File: config.mk
export PLATFORM = sky130hd
export DESIGN_NAME = shift_seq_reg_flat
export DESIGN_NICKNAME = d
export VERILOG_FILES = /design/src/rtl/shift_seq_reg_if.sv /design/src/rtl/shift_seq_reg.sv /design/src/flat_wrapper.sv
export SDC_FILE = /design/constraint.sdc
export NUM_CORES = 1
export LEC_CHECK = 0
export CAP_MARGIN = 30
export CORE_UTILIZATION = 47
export DETAILED_ROUTE_END_ITERATION = 8
export PLACE_DENSITY = 0.86
export SYNTH_ARGS = -nofsm -noshare
export SYNTH_HDL_FRONTEND = slang
export SYNTH_SLANG_ARGS = --single-unit
File: constraint.sdc
create_clock -name clk -period 1.5 [get_ports clk]
set_input_delay 0.225 -clock clk [delete_from_list [all_inputs] [get_ports clk]]
set_output_delay 0.225 -clock clk [all_outputs]
set_load 0.005 [all_outputs]
File: src/rtl/shift_seq_reg_if.sv
// shift_seq_reg_if: control/data bundle between the multiplier controller and the shift register
interface shift_seq_reg_if #(
    parameter int N = 8
);
    localparam int CW = $clog2(N + 1);
    logic          clear;
    logic          load;
    logic          shift;
    logic          dir;
    logic [1:0]    mode;
    logic          ser_in;
    logic [N-1:0]  d_in;
    logic          start;
    logic [CW-1:0] count;
    logic [N-1:0]  d_out;
    logic          ser_out;
    logic          busy;
    logic          done;
    modport master (
        output clear, load, shift, dir, mode, ser_in, d_in, start, count,
        input  d_out, ser_out, busy, done
    );
    modport slave (
        input  clear, load, shift, dir, mode, ser_in, d_in, start, count,
        output d_out, ser_out, busy, done
    );
endinterface

File: src/rtl/shift_seq_reg.sv
// shift_seq_reg: universal N-bit shift register with an autonomous count-driven shift sequencer
module shift_seq_reg #(
    parameter int N = 8
) (
    input logic           clk,
    input logic           rst,
    shift_seq_reg_if.slave bus
);
    localparam int CW = $clog2(N + 1);
    localparam logic [CW-1:0] N_MAX = CW'(N);
    typedef enum logic {IDLE, RUN} state_t;
    state_t        state_q, state_d;
    logic [N-1:0]  reg_q, reg_d;
    logic [CW-1:0] rem_q, rem_d;
    logic          done_q, done_d;
    logic [CW-1:0] count_sat;
    function automatic logic [N-1:0] step(input logic [N-1:0] r, input logic dir,
                                          input logic [1:0] mode, input logic si);
        logic fill_r, fill_l;
        fill_r = (mode == 2'b01) ? r[0]   : (mode == 2'b10) ? r[N-1] : si;
        fill_l = (mode == 2'b01) ? r[N-1] : (mode == 2'b10) ? 1'b0   : si;
        return dir ? {r[N-2:0], fill_l} : {fill_r, r[N-1:1]};
    endfunction
    assign count_sat = (bus.count > N_MAX) ? N_MAX : bus.count;
    // state register: async reset clears the datapath and any sequence in flight
    always_ff @(posedge clk or posedge rst) begin
        if (rst) begin
            state_q <= IDLE;
            reg_q   <= '0;
            rem_q   <= '0;
            done_q  <= 1'b0;
        end else begin
            state_q <= state_d;
            reg_q   <= reg_d;
            rem_q   <= rem_d;
            done_q  <= done_d;
        end
    end
    // next state: clear wins, then IDLE manual/start handling or one RUN step per cycle
    always_comb begin
        state_d = state_q;
        reg_d   = reg_q;
        rem_d   = rem_q;
        done_d  = 1'b0;
        if (bus.clear) begin
            state_d = IDLE;
            reg_d   = '0;
            rem_d   = '0;
        end else if (state_q == IDLE) begin
            if (bus.start) begin
                reg_d   = bus.d_in;
                rem_d   = count_sat;
                state_d = (count_sat != '0) ? RUN : IDLE;
                done_d  = (count_sat == '0);
            end else if (bus.load) begin
                reg_d = bus.shift ? step(bus.d_in, bus.dir, bus.mode, bus.ser_in) : bus.d_in;
            end else if (bus.shift) begin
                reg_d = step(reg_q, bus.dir, bus.mode, bus.ser_in);
            end
        end else begin
            reg_d   = step(reg_q, bus.dir, bus.mode, bus.ser_in);
            rem_d   = rem_q - CW'(1);
            state_d = (rem_q == CW'(1)) ? IDLE : RUN;
            done_d  = (rem_q == CW'(1));
        end
    end
    // outputs: busy tracks RUN, ser_out is the bit the next shift would eject
    always_comb begin
        bus.d_out   = reg_q;
        bus.ser_out = bus.dir ? reg_q[N-1] : reg_q[0];
        bus.busy    = (state_q == RUN);
        bus.done    = done_q;
    end
endmodule

File: src/flat_wrapper.sv
// flat-port wrapper written by rule: the top's interface ports become plain ports
module shift_seq_reg_flat 
#(
    parameter int N = 8
)
  (clk, rst, bus_clear, bus_load, bus_shift, bus_dir, bus_mode, bus_ser_in, bus_d_in, bus_start, bus_count, bus_d_out, bus_ser_out, bus_busy, bus_done);
  shift_seq_reg_if #(.N(N)) bus_i ();
  input logic clk;
  input logic rst;
  input wire logic [$bits(bus_i.clear)-1:0] bus_clear;
  input wire logic [$bits(bus_i.load)-1:0] bus_load;
  input wire logic [$bits(bus_i.shift)-1:0] bus_shift;
  input wire logic [$bits(bus_i.dir)-1:0] bus_dir;
  input wire logic [$bits(bus_i.mode)-1:0] bus_mode;
  input wire logic [$bits(bus_i.ser_in)-1:0] bus_ser_in;
  input wire logic [$bits(bus_i.d_in)-1:0] bus_d_in;
  input wire logic [$bits(bus_i.start)-1:0] bus_start;
  input wire logic [$bits(bus_i.count)-1:0] bus_count;
  output wire logic [$bits(bus_i.d_out)-1:0] bus_d_out;
  output wire logic [$bits(bus_i.ser_out)-1:0] bus_ser_out;
  output wire logic [$bits(bus_i.busy)-1:0] bus_busy;
  output wire logic [$bits(bus_i.done)-1:0] bus_done;
  assign bus_i.clear = bus_clear;
  assign bus_i.load = bus_load;
  assign bus_i.shift = bus_shift;
  assign bus_i.dir = bus_dir;
  assign bus_i.mode = bus_mode;
  assign bus_i.ser_in = bus_ser_in;
  assign bus_i.d_in = bus_d_in;
  assign bus_i.start = bus_start;
  assign bus_i.count = bus_count;
  assign bus_d_out = bus_i.d_out;
  assign bus_ser_out = bus_i.ser_out;
  assign bus_busy = bus_i.busy;
  assign bus_done = bus_i.done;
  shift_seq_reg #(.N(N)) u_core (.clk(clk), .rst(rst), .bus(bus_i));
endmodule
==> impl_metrics.yaml <==
synth:
  syn_area_um2: 1170
  ys_seq_area_frac: 0.300
  synth_edf_count: 0
  postSynthCellCount: 139
  yosys-top-cells-area: "dfrtp_1 (30%), a211oi_1 (7.1%), mux2_2 (6.7%), mux2i_1 (6.0%), nand2_1 (5.8%)"
  synthDistinctLibCells: 33
  synth_ff_type: "dfrtp_1"
  ys_ff_latch: 14
  async_reset_ff_frac: 1.00
  yosysTopAreaCellShare: 0.300
  avgSynthCellArea_um2: 8.41
  synth_nets: 163
  yosysTopAreaCell: "dfrtp_1"
  ys_warn_count: 0
critical_path:
  ff2ff_path_depth: 5
  critPathCaptureType: "primary output"
  worst-path-max-fanout: 4
  cp.arrival_ns: 1.22
  slowest_stage: "clkdlybuf4s50_1"
  worst_setup_path_start_kind: "register"
  max_stage_delay_ns: 0.52
  critical_path_buf_inv_count: 1
  crit_chain: "clkdlybuf4s50_1"
  rrSetupSlack_ns: 0.08
  rr_startpoint: "u_core.bus.busy"
  cp.required_ns: 1.27
  cp_top_family: "buffers and inverters"
  critical_path_class: "register to primary output"
  r2r_end: "u_core.bus.d_out[3]"
sta:
  fin_crit_sh: 0.965
  period_needed_ns: 1.45
  fin_ws_ns: 0.0518
  rsz0062_at_grt: "true"
  tightest_slew_ns: 0.605
  slew_headroom: 0.596
  maxSlewViolCount: 0
  max_clock_freq_mhz: 691
  setup_viol: 0
  tns_ns: 0
  finClkSkew_ns: 0.0151
  hold_viol: 0
power_and_ir_drop:
  vdd_ir_drop_max_uv: 538
  leakage_nw: 0.757
  finalPower_w: 0.00123
  p_per_area_nw_per_um2: 704
finish:
  layout-drive-gt1-share: 0.236
  num_antenna_cells: 0
  fillers: 168
  final_util: 0.767
  fin_nets: 220
  seqCellArea_um2: 352
  multi_input_area_um2: 749
  syn_to_final_growth_pct: 49.4
route:
  drc: 0
  route.antenna.remaining_nets: 0
  vias: 1357
  wl_um: 3640
  viasPerCell: 6.09
  dr.first_iter.drc_count: 48
  wire_per_inst_um: 16.3
  firstDrtPassIters: 4
floorplanning:
  die_h_um: 51.9
  row_count: 17
  die_w_um: 51.9
  start_util: 0.513
  core_um2: 2280
  die_area_um2: 2690
  ios: 33
clocking:
  cts_buffers: 3
  clock_path_buffers: 2
  cts.clk_slew.worst_paths_ns: 0.11
  cts_root_buffer: "clkbuf_4"
  clock_latency_ns: 0.29
  cts_tree: "yes"
  clock-sinks: 14
  htree_levels: 1
grt:
  grt_pass1_vias: 1277
  grt_overflow: 0
  track_usage: 0.300
  grt_antenna_before_repair: 0
  grt_pass1_wl_um: 5790
  grt_max_degree: 21
placed_design:
  place_congestion: 0.905
  io_buffers: 32
  dp_slack_ns: -0.218
  dp_hpwl_um: 2640
min_path:
  hp-class: "input port to asynchronous set/reset pin"
flow_run:
  cap_violations: 0
run_status:
  status: "complete, no violations"
==> routing by layer <==
metal  GRT usage  vias to the layer above  routed length [um]
li1            -                      632                   -
met1       0.353                      641                1440
met2       0.530                       70                1880
met3      0.0526                       14                 226
met4       0.126                        0                  99
met5           0                        -                   0
==> sequential cells by signal (all words and copies together) (netlist names) <==
register,flops
u_core.rem_q,4
u_core.bus.done,1
u_core.bus.d_out,8
u_core.bus.busy,1
==> kinds of logic after synthesis <==
family                     count (synthesis)  synth area share
buffers and inverters                     15            0.0632
AOI/OAI and AO/OA                         45             0.272
adders and majority gates                  2            0.0214
xor gates and xnor gates                   2            0.0150
DFF                                       14             0.300
muxes                                     14             0.127
and+or+nand+nor                           47             0.201
==> synth_stat cells, types with 2 or more instances <==
| cell | n |
|---|---|
| mux2_2 | 7 |
| ha_1 | 2 |
| a32oi_1 | 2 |
| nor2b_1 | 4 |
| dfrtp_1 | 14 |
| a31oi_1 | 3 |
| inv_1 | 7 |
| xnor2_1 | 2 |
| a211oi_1 | 11 |
| mux2i_1 | 7 |
| o31ai_1 | 7 |
| nor3_1 | 3 |
| nor2_1 | 15 |
| nand2_1 | 18 |
| o22ai_1 | 9 |
| a21oi_1 | 5 |
| buf_2 | 4 |
| o21ai_0 | 4 |
==> stage by stage <==
| step | instances | hold WS [ns] | area (um2) |
|---|---|---|---|
| global placement | 215 | 0.503 | 1670 |
| CTS | 221 | 0.292 | 1720 |
| finish | 223 | 0.285 | 1750 |
| detailed placement | 215 | 0.509 | 1670 |
| floorplan | 139 | 0.114 | 1170 |
| global route | 223 | 0.346 | 1750 |
==> how the worst max path moves through the flow <==
stage,endpoint,cells after the start,start,slack [ns]
finish,bus_d_out[1],1,u_core.bus.d_out[1],0.05
global route,u_core.bus.d_out[0],7,bus_mode[0],-0.007
CTS,bus_ser_out,2,u_core.bus.d_out[0],0.005
detailed placement,u_core.bus.d_out[5],6,bus_dir,-0.22
global placement,bus_ser_out,3,bus_dir,-0.23
floorplan,u_core.bus.d_out[7],4,u_core.bus.busy,0.14
==> where the power goes <==
part	internal (W)	total [W]	switching [W]
clock network	0.000148	0.000290	0.000143
logic	0.000269	0.000489	0.000220
registers	0.000414	0.000449	0.0000348
total	0.000831	0.00123	0.000398
==> final cells by class <==
class | instances | area share
Clock buffer | 4 | 0.0208
Tap cell | 28 | 0.0201
Sequential cell | 14 | 0.201
Inverter | 7 | 0.0151
Multi-Input combinational cell | 110 | 0.429
Timing Repair Buffer | 60 | 0.313
==> layout by cell type, fill, tap and decap left out, types with 2 or more instances in the layout <==
cell type	count
dlygate4sd2_1	2
nor2b_1	4
a21oi_1	5
a211oi_1	10
buf_4	26
ha_1	2
clkdlybuf4s50_1	28
nor3_1	3
mux2i_1	7
o22ai_1	9
a211oi_2	2
clkbuf_4	3
a31oi_1	3
xnor2_1	2
o21ai_0	4
mux2_2	7
inv_1	7
nand2_1	18
a32oi_1	2
dfrtp_1	13
o31ai_1	7
nor2_1	15
==> repair_timing <==
item / 4_1_cts / 5_1_grt
gates resized for setup: 5 / 3
pin swaps: 0 / 0
hold buffers: 0 / 0
gates cloned: 0 / 0
endpoints found under the setup margin: 3 / 5
setup buffers: 2 / 2
Note: power is estimated with default switching activity, not from simulation.
